--- config.mk ---
export PLATFORM = sky130hd
export DESIGN_NAME = mem_arbiter
export DESIGN_NICKNAME = d
export VERILOG_FILES = /design/src/rtl/mem_arbiter.sv
export SDC_FILE = /design/constraint.sdc
export NUM_CORES = 1
export LEC_CHECK = 0
export CAP_MARGIN = 5
export CELL_PAD_IN_SITES_DETAIL_PLACEMENT = 1
export CELL_PAD_IN_SITES_GLOBAL_PLACEMENT = 2
export CORE_MARGIN = 2
export CORE_UTILIZATION = 24
export DETAILED_ROUTE_END_ITERATION = 8
export HOLD_SLACK_MARGIN = 0.12
export PLACE_DENSITY = 0.87
export SETUP_SLACK_MARGIN = 0.05
export SLEW_MARGIN = 20
export SYNTH_ARGS = -nofsm -noshare
export SYNTH_HDL_FRONTEND = slang
export SYNTH_SLANG_ARGS = --single-unit
--- constraint.sdc ---
create_clock -name clk -period 2.1 [get_ports clk]
set_input_delay 0.42 -clock clk [delete_from_list [all_inputs] [get_ports clk]]
set_output_delay 0.42 -clock clk [all_outputs]
set_load 0.02 [all_outputs]
--- src/rtl/mem_arbiter.sv ---
// mem_arbiter: shares one single-port word memory between an instruction-fetch
// port (I, read-only) and a load/store port (D) using fixed 4-state accesses.
module mem_arbiter #(
  parameter int unsigned MEM_AW   = 8,
  parameter int unsigned ADDR_LSB = 2
) (
  input  logic              clk,
  input  logic              rst,
  input  logic              i_req,
  input  logic [31:0]       i_addr,
  output logic              i_done,
  output logic [31:0]       i_rdata,
  input  logic              d_req,
  input  logic              d_we,
  input  logic [31:0]       d_addr,
  input  logic [31:0]       d_wdata,
  input  logic [3:0]        d_mask,
  output logic              d_done,
  output logic [31:0]       d_rdata,
  output logic              mem_request,
  output logic              mem_we_re,
  output logic [MEM_AW-1:0] mem_address,
  output logic [31:0]       mem_data_in,
  output logic [3:0]        mem_mask,
  input  logic              mem_valid,
  input  logic [31:0]       mem_data_out
);

  localparam int unsigned DW = 32;
  localparam int unsigned BW = 4;

  localparam logic [1:0] S_IDLE    = 2'd0;
  localparam logic [1:0] S_ISSUE   = 2'd1;
  localparam logic [1:0] S_CAPTURE = 2'd2;
  localparam logic [1:0] S_RESP    = 2'd3;

  logic [1:0]        r_state;
  logic              r_last_d;
  logic              r_grant_d;
  logic              r_i_done;
  logic [DW-1:0]     r_i_rdata;
  logic              r_d_done;
  logic [DW-1:0]     r_d_rdata;
  logic              r_mem_request;
  logic              r_mem_we;
  logic [MEM_AW-1:0] r_mem_addr;
  logic [DW-1:0]     r_mem_wdata;
  logic [BW-1:0]     r_mem_mask;

  logic [1:0]        w_state_nx;
  logic              w_last_d_nx;
  logic              w_grant_d_nx;
  logic              w_i_done_nx;
  logic [DW-1:0]     w_i_rdata_nx;
  logic              w_d_done_nx;
  logic [DW-1:0]     w_d_rdata_nx;
  logic              w_mem_request_nx;
  logic              w_mem_we_nx;
  logic [MEM_AW-1:0] w_mem_addr_nx;
  logic [DW-1:0]     w_mem_wdata_nx;
  logic [BW-1:0]     w_mem_mask_nx;
  logic              w_pick_d;
  logic              w_unused;

  // D wins when it is alone, or when both request and I was granted last.
  assign w_pick_d = d_req & (~i_req | ~r_last_d);

  // Only the word-index bits of the addresses matter; mem_valid is not needed.
  assign w_unused = &{1'b0, i_addr, d_addr, mem_valid};

  always_comb begin
    w_state_nx       = r_state;
    w_last_d_nx      = r_last_d;
    w_grant_d_nx     = r_grant_d;
    w_i_done_nx      = 1'b0;
    w_i_rdata_nx     = r_i_rdata;
    w_d_done_nx      = 1'b0;
    w_d_rdata_nx     = r_d_rdata;
    w_mem_request_nx = 1'b0;
    w_mem_we_nx      = r_mem_we;
    w_mem_addr_nx    = r_mem_addr;
    w_mem_wdata_nx   = r_mem_wdata;
    w_mem_mask_nx    = r_mem_mask;
    case (r_state)
      S_IDLE: begin
        if (i_req | d_req) begin
          w_state_nx       = S_ISSUE;
          w_grant_d_nx     = w_pick_d;
          w_last_d_nx      = w_pick_d;
          w_mem_request_nx = 1'b1;
          if (w_pick_d) begin
            w_mem_we_nx    = d_we;
            w_mem_addr_nx  = d_addr[ADDR_LSB +: MEM_AW];
            w_mem_wdata_nx = d_wdata;
            w_mem_mask_nx  = d_mask;
          end else begin
            w_mem_we_nx    = 1'b0;
            w_mem_addr_nx  = i_addr[ADDR_LSB +: MEM_AW];
            w_mem_wdata_nx = '0;
            w_mem_mask_nx  = '1;
          end
        end
      end
      S_ISSUE: w_state_nx = S_CAPTURE;
      S_CAPTURE: begin
        // Read data arrives the cycle after the strobe; route it to the winner.
        w_state_nx = S_RESP;
        if (!r_mem_we) begin
          if (r_grant_d) w_d_rdata_nx = mem_data_out;
          else           w_i_rdata_nx = mem_data_out;
        end
        if (r_grant_d) w_d_done_nx = 1'b1;
        else           w_i_done_nx = 1'b1;
      end
      S_RESP:  w_state_nx = S_IDLE;
      default: w_state_nx = S_IDLE;
    endcase
  end

  always_ff @(posedge clk or negedge rst) begin
    if (!rst) begin
      r_state       <= S_IDLE;
      r_last_d      <= 1'b1;
      r_grant_d     <= 1'b0;
      r_i_done      <= 1'b0;
      r_i_rdata     <= '0;
      r_d_done      <= 1'b0;
      r_d_rdata     <= '0;
      r_mem_request <= 1'b0;
      r_mem_we      <= 1'b0;
      r_mem_addr    <= '0;
      r_mem_wdata   <= '0;
      r_mem_mask    <= '0;
    end else begin
      r_state       <= w_state_nx;
      r_last_d      <= w_last_d_nx;
      r_grant_d     <= w_grant_d_nx;
      r_i_done      <= w_i_done_nx;
      r_i_rdata     <= w_i_rdata_nx;
      r_d_done      <= w_d_done_nx;
      r_d_rdata     <= w_d_rdata_nx;
      r_mem_request <= w_mem_request_nx;
      r_mem_we      <= w_mem_we_nx;
      r_mem_addr    <= w_mem_addr_nx;
      r_mem_wdata   <= w_mem_wdata_nx;
      r_mem_mask    <= w_mem_mask_nx;
    end
  end

  assign i_done      = r_i_done;
  assign i_rdata     = r_i_rdata;
  assign d_done      = r_d_done;
  assign d_rdata     = r_d_rdata;
  assign mem_request = r_mem_request;
  assign mem_we_re   = r_mem_we;
  assign mem_address = r_mem_addr;
  assign mem_data_in = r_mem_wdata;
  assign mem_mask    = r_mem_mask;

endmodule

After elaboration in Yosys (flattened, before gate mapping). Cells that the tools add are included.

Flip-flop bits (word level): 116. Bits of input ports: 138. Word-level logic and storage cells: 39.

Equal/unequal tests: 4. Mux-type cells: 12. Bitwise operators: 7. Reduce and logical (&&, ||, !) cells: 4.

Operator list (number): $mux 32 (1); $mux 8 (1); $pmux 2 s4 (1); $mux 1 (7); $reduce_and 3->1 (2); $eq 2x2->1 const B (2); $mux 4 (1); $not 1->1 (4); $eq 2x1->1 const B (1); $logic_not 2->1 (1); $mux 2 (1); $ne 2x2->1 const B (1); $or 1x1->1 (2); $reduce_and 2->1 (1); $and 1x1->1 (1).

Longest topological paths before layout. Gate-level depths: netlist of the first run.

Depth after elaboration: 4. Mapped depth: 7. Depth with buffers taken out: 6.

Least setup slack after synthesis of the first run. No wires, ideal clock.

Path type: register to register. From: register r_state[0]. To: register r_i_rdata[0] (netlist: i_rdata[0]). Setup time: 0.125 ns. Arrival time: 1.453 ns. Data required time: 1.975 ns. Setup slack: 0.522 ns. Cell stages (with the launch flop): 8. Buffers on the path: 2. Period minus slack after synthesis: 1.578 ns. Path through: dfrtp_1 inv_1 ha_1 nor2b_2 nor2b_1 buf_6 buf_6 mux2_4.

Longest elaborated chain between the ends: 2.

Ends and longest elaborated chain: from (decl) (RTL line 37) `logic [1:0] r_state;`; from (signal assigned) (RTL line 135) `r_state <= w_state_nx;`; $eq 2x2->1 (RTL line 84) `case (r_state)`; $reduce_and 3->1 (no line); to (signal assigned) (RTL line 139) `r_i_rdata <= w_i_rdata_nx;`; to (decl) (RTL line 41) `logic [DW-1:0] r_i_rdata;`.

No other way between the ends. A chain may end at the register's enable or synchronous reset.

Final worst setup path of the first run.
From: register r_mem_we (netlist: mem_we_re). To: output mem_we_re.

RTL lines: from (decl) (RTL line 45) `logic r_mem_we;`; from (signal assigned) (RTL line 143) `r_mem_we <= w_mem_we_nx;`; to (decl) (RTL line 21) `output logic mem_we_re,`.

No word-level cell between the ends.

==> results of run 1 <==
metal layers:
metal  wire length, um  up-vias
li1                  -     1459
met1              5470     1637
met2              6190      143
met3              1060       12
met4               146        0
met5                 0        -
through the flow:
stage	area (um^2)	hold slack, ps
finish	7450	466
global route	7450	497
CTS	7450	470
detailed placement	6920	430
global placement	6920	410
floorplan	4620	124
cell type report:
| cell class | instances | area [um^2] |
|---|---|---|
| clock buffer | 21 | 460 |
| clock inverter | 10 | 60.1 |
| fill | 1944 | 11400 |
| inverter | 3 | 11.3 |
| multi-input combinational | 153 | 1540 |
| sequential | 116 | 2900 |
| tap | 260 | 325 |
| timing repair buffer | 210 | 2150 |
kinds of logic (layout without fill, tap and decap cells):
kind of cell | Yosys count | count (layout) | synth area share
fa+ha+maj | 2 | 2 | 0.00541
simple gates | 29 | 29 | 0.0273
compound gates | 57 | 57 | 0.0969
buf+inv | 21 | 244 | 0.0433
flops | 116 | 116 | 0.628
mux | 65 | 65 | 0.199
where the power goes:
group	switching (mW)	total (mW)	internal, mW
combinational	2.74	6.07	3.33
clock	1.00	2.54	1.55
sequential	0.598	3.90	3.30
synth_stat cells (all sizes together):
library cell / number / share of area
a21bo: 1 / 0.0022
a21boi: 1 / 0.0041
a21oi: 16 / 0.017
a22o: 33 / 0.063
a31oi: 1 / 0.0014
and2: 2 / 0.0032
buf: 15 / 0.038
clkbuf: 3 / 0.0024
dfrtp: 115 / 0.62
dfstp: 1 / 0.0057
ha: 2 / 0.0054
inv: 3 / 0.0024
mux2: 65 / 0.20
nand2: 14 / 0.011
nand2b: 1 / 0.0014
nor2: 10 / 0.0081
nor2b: 2 / 0.0032
o21ai: 1 / 0.0019
o22a: 4 / 0.0076
state kept, by name, summed over array words and instances, names as in the netlist:
name	flops
i_rdata	32
mem_request	1
d_done	1
r_grant_d	1
i_done	1
mem_data_in	32
mem_mask	4
d_rdata	32
r_state	2
r_last_d	1
mem_address	8
mem_we_re	1
worst min-delay path by stage:
| stage | from | end | slack [ps] | cells after the start |
|---|---|---|---|---|
| floorplan | rst | d_done | 120 | 0 |
| global placement | rst | d_rdata[17] | 410 | 1 |
| detailed placement | rst | d_rdata[13] | 430 | 1 |
| CTS | r_grant_d | i_done | 470 | 1 |
| global route | i_rdata[27] | i_rdata[27] | 500 | 1 |
| finish | r_grant_d | i_done | 470 | 1 |
placed cells by master (no fill, tap or decap), drive strengths merged, types with 2 or more instances in the layout:
| master | count |
|---|---|
| a22o | 33 |
| clkinvlp | 4 |
| a21oi | 16 |
| clkbuf | 21 |
| nor2b | 2 |
| o22a | 4 |
| nor2 | 10 |
| nand2 | 14 |
| mux2 | 65 |
| ha | 2 |
| dfrtp | 115 |
| clkdlybuf4s50 | 199 |
| inv | 3 |
| and2 | 2 |
| buf | 10 |
| clkinv | 6 |
what timing repair did:
item | in CTS | in global routing
endpoints found under the hold margin | 34 | 0
hold buffers | 1 | 0
gates resized for setup | 0 | 0
==> metrics, run 1 <==
count of state elements after synthesis 116; number of synthesis warnings 0; met3 capacity usage during global routing 0.0570; clock skew after layout 7.13 ps; via count approximately 3,300; max frequency 526 MHz; Max Root-Sink Buffers 2; placed insts around 740; met2 Track Usage GR 0.221; CTS sink count roughly 120; routing layer with the top usage in global route met2; final core utilization 0.396; Crit path arrival time 1480 ps; synthesized netlist net count 430; clock-pin slew reported for the worst setup and hold paths after clock tree synthesis around 50 ps; final setup violating endpoints 0; worst reg-to-reg path cell count 6; number of different library cells in the post-synthesis netlist 27; wire length of the first global-routing pass approximately 21 mm; overall die width roughly 140 um; wire length per cell after detailed routing 16.6 um; die height 143 um; end of the critical path mem_we_re; CP peak stage delay between 600 and 700 ps; cell chain of the critical path clkdlybuf4s50_1; combined global-route utilization of all metal layers 0.134; pin slew with the least headroom to its limit 511 ps; number of hold violations in the final report 0; share of post-route cells with drive strength above 1 0.205; initial antenna violation count 0; data required time at the worst endpoint 1680 ps; total grt overflow 0; final net count 641; Leakage Power 3.25 nW; endpoint type of the worst setup path primary output; CP max FO 4; RR Startpoint r_state[0]; post-route clock period utilization 0.905; status completed; met1 Usage GRT 0.158; Slew Limit Fails 0; Final Instance Count excl. Fillers around 770; remaining design rule violation count 0; worst skew pair latency 410 ps; Worst slew margin 0.659; capturing point of the worst reg2reg path d_rdata[12]; final setup TNS 0 ps; via count of the first global-routing pass approximately 3,800; final critical-path required period about 1900 ps; worst path setup slack after routing 200 ps; Routed Antenna Nets 0; worst setup slack before clock tree synthesis 182 ps; type of the worst min-delay path reg2reg; startpoint type of the worst setup path flop; mean post-synth cell area 15.9 um^2; post-route total power ~13 mW; number of CTS-inserted buffers 17; Post-Synthesis Cell Area approximately 0.0046 mm^2; number of logic stages on the critical path including buffering 1; antenna diode count 0; cell with the largest stage delay on the worst path clkdlybuf4s50_1; die area 0.0204 mm^2; RSZ-0062 raised after global routing no; First-pass DRT Iterations 4; final RePlAce weighted congestion 0.719; family with the most delay on the worst path buffers and inverters; cell row count 50; worst voltage drop across the vdd grid around 0.00064 V; Worst R2R Setup Slack 330 ps; HPWL after detailed placement 9.10 mm; H-Tree Level Count 4; I/O pin cnt 250; drt via density 4.21; Iter 0 DRT Violations 44; CP Buf/Inv Count 1; TritonCTS clock tree yes; port bufs 200; buffer count from post-CTS setup fixing 0; proportion of synthesized chip area in sequential cells 0.628; WS Path Type reg2out; initial core utilization 0.246; total wirelength of the detailed-routed design 12.9 mm; area growth from synthesis to final layout 61.1%; Power Dens Cells 1680 mW/mm^2; total of max-cap violations 0; launching element of the worst setup path mem_we_re; buffer cell driving the clock tree root clkbuf_16; Core ar. approximately 0.019 mm^2; maximum number of pins on one net before global-route repair 51; gate count after technology mapping 290
(Power assumes the default switching activity.)
==> run 2, diff against run 1 <==
- clock period: 2.1 -> 1.8 ns (I/O delays scaled with it)
==> run 2 against run 1 <==
  * Via count rose by 1.0%
  * Worst hold slack got worse by 110 ps
  * Combinational power increased by 9.7%
  * Sequential power increased by 16%
  * Clock power rose by 32%
  * Flip-flop and latch count stayed put
  * Largest cell class unchanged
  * Clock skew grew 1.2 ps
  * Utilization grew 0.72 points
  * Critical endpoint is now i_rdata[29]
  * First-iteration DRC count is 110% higher
  * Routed wire length is 4.6% higher
  * Global-route usage is 0.16 points lower
  * Total power is 16% higher
==> metrics, run 2 (synthesis results as in run 1) <==
status completed; Worst R2R Setup Slack 150 ps (-180 ps); port bufs 200 (unchanged); Slew Limit Fails 0 (unchanged); via count of the first global-routing pass 3,713 (-1.7%); TritonCTS clock tree yes; Routed Antenna Nets 0 (unchanged); initial core utilization 0.246 (unchanged); final setup violating endpoints 0 (unchanged); buffer cell driving the clock tree root clkbuf_16; Switching Power 5.15 mW (+19%); part of the power in registers 0.311 (about the same); number of CTS-inserted buffers 17 (unchanged); remaining design rule violation count 0 (unchanged); Crit path arrival time 1940 ps (+460 ps); endpoint type of the worst setup path flop; CTS sink count 116 (unchanged); worst reg-to-reg path cell count 7 (+1); final RePlAce weighted congestion 0.711 (-1.1%); drt via density 4.22 (+0.37%); final setup TNS 0 ps (unchanged); RSZ-0062 raised after global routing no; post-route clock period utilization 0.918; combined global-route utilization of all metal layers 0.132 (-0.00159); antenna diode count 0 (unchanged); share of post-route cells with drive strength above 1 0.220 (+0.0154); clock-pin slew reported for the worst setup and hold paths after clock tree synthesis 60 ps (about the same); wire length of the first global-routing pass 20.6 mm (-1.7%); final net count 647 (+0.94%); startpoint type of the worst setup path flop; capturing point of the worst reg2reg path i_rdata[29]; cell row count 50 (unchanged); HPWL after detailed placement 9.32 mm (+2.4%); total grt overflow 0 (unchanged); max frequency 605 MHz; clock group share of total power 0.231 (+0.028); maximum number of pins on one net before global-route repair 57 (+12%); die height 143 um (unchanged); Core ar. 0.0188 mm^2 (unchanged); CP max FO 9 (+5); WS Path Type reg2reg; data required time at the worst endpoint 2080 ps (+400 ps); total of max-cap violations 0 (unchanged); overall die width 143 um (unchanged); initial antenna violation count 0 (unchanged); Iter 0 DRT Violations 92 (+110%); type of the worst min-delay path in2async; wire length per cell after detailed routing 17.3 um (+4.0%); clock skew after layout 8.35 ps (+1.22 ps); final critical-path required period about 1700 ps; fin area 0.00759 mm^2 (+1.8%); RR Startpoint r_state[0]; total internal power 9.39 mW (+15%); top library cells by usage in the layout, fill and taps aside dfrtp_1 (115), clkdlybuf4s50_1 (87), dlygate4sd2_1 (86), mux2_4 (50), a22o_1 (33); switching power as a share of total power 0.354 (+0.00775); via count 3,284 (+1.0%); Leakage Power 3.77 nW (+16%); I/O pin cnt 250 (unchanged); Worst slew margin 0.756 (+0.0966); worst voltage drop across the vdd grid 0.000646 V (+1.3%); number of hold violations in the final report 0 (unchanged); Power Dens Cells 1920 mW/mm^2 (+14%); pin slew with the least headroom to its limit 366 ps (-145 ps); First-pass DRT Iterations 4 (unchanged); area after detailed placement 0.00692 mm^2 (about the same); total wirelength of the detailed-routed design 13.5 mm (+4.6%); worst skew pair latency 410 ps (about the same); final core utilization 0.403 (+0.00724); post-route total power 14.5 mW (+16%); most common cell after layout, fill and taps aside dfrtp_1; area growth from synthesis to final layout 64.1%; Max Root-Sink Buffers 2 (unchanged); H-Tree Level Count 4 (unchanged); die area 0.0204 mm^2 (unchanged); Gate power share 0.458 (-0.027)
run 2: cell types whose count changed in the layout (fill, tap and decap cells not counted), sizes merged, moves of 2 or more:
cell	before	now
bufinv	0	2
clkinvlp	4	2
dlymetal6s2s	0	26
clkbuf	21	24
dlygate4sd2	0	86
clkdlybuf4s50	199	87
buf	10	13
run 2: stage by stage:
stage               hold WS [ps]  setup WS [ps]  cells
finish                       355            148    778
global route                 369           62.4    778
CTS                          334           33.4    774
detailed placement           237          -21.2    743
global placement             236           45.1    743
floorplan                   64.4            222    290
run 2: repair_timing:
item / CTS / global route
hold buffers: 1 / 0
hold endpoints to repair: 13 / 0
resized for setup: 86 / 30
buffers inserted: 0 / 1
gates cloned: 0 / 3
endpoints found under the setup margin: 91 / 58
run 2: worst max-delay path by stage:
stage	start	depth (start not counted)	to
2_1_floorplan	r_state[0]	7	i_rdata[0]
3_3_place_gp	i_req	4	mem_data_in[17]
3_5_place_dp	i_req	4	mem_data_in[0]
4_1_cts	r_state[0]	6	i_rdata[19]
5_1_grt	r_state[0]	7	i_rdata[4]
6_report	r_state[0]	7	i_rdata[29]
run 2: cell type report:
cell class	count	area, um^2
flip-flops and latches	116	2900
fillers	1972	11200
inverters	3	11.3
repair buffers	216	2210
clock buffers	21	480
clock inverters	9	104
well taps	260	325
multi-input cells	153	1550
run 2: power groups by stage:
stage	sequential, mW	combinational [mW]	clock, mW
after floorplan	5.92	2.59	0
after global placement	4.50	7.04	0
after detailed placement	4.59	7.19	0
after CTS	4.55	6.59	3.48
after global routing	4.70	7.11	3.58
final	4.52	6.66	3.36
run 2: routing by layer:
layer	track usage	vias to the layer above	wire length [um]
li1	-	1471	-
met1	0.154	1659	5730
met2	0.225	142	6610
met3	0.0476	12	995
met4	0.0469	0	132
met5	0	-	0
run 2: worst max-delay path: stages, from the launching register on:
cell and delay (ps):
dfrtp_1 370, inv_2 90, ha_4 140, nor2b_4 140, nor2b_4 160, buf_12 150
clkbuf_16 180, mux2_4 300
==> run 3, diff against run 2 <==
- GPL_ROUTABILITY_DRIVEN: unset -> 0
==> results of run 3 <==
Same layout as run 2: the final DEF is identical, and so are final timing and power.
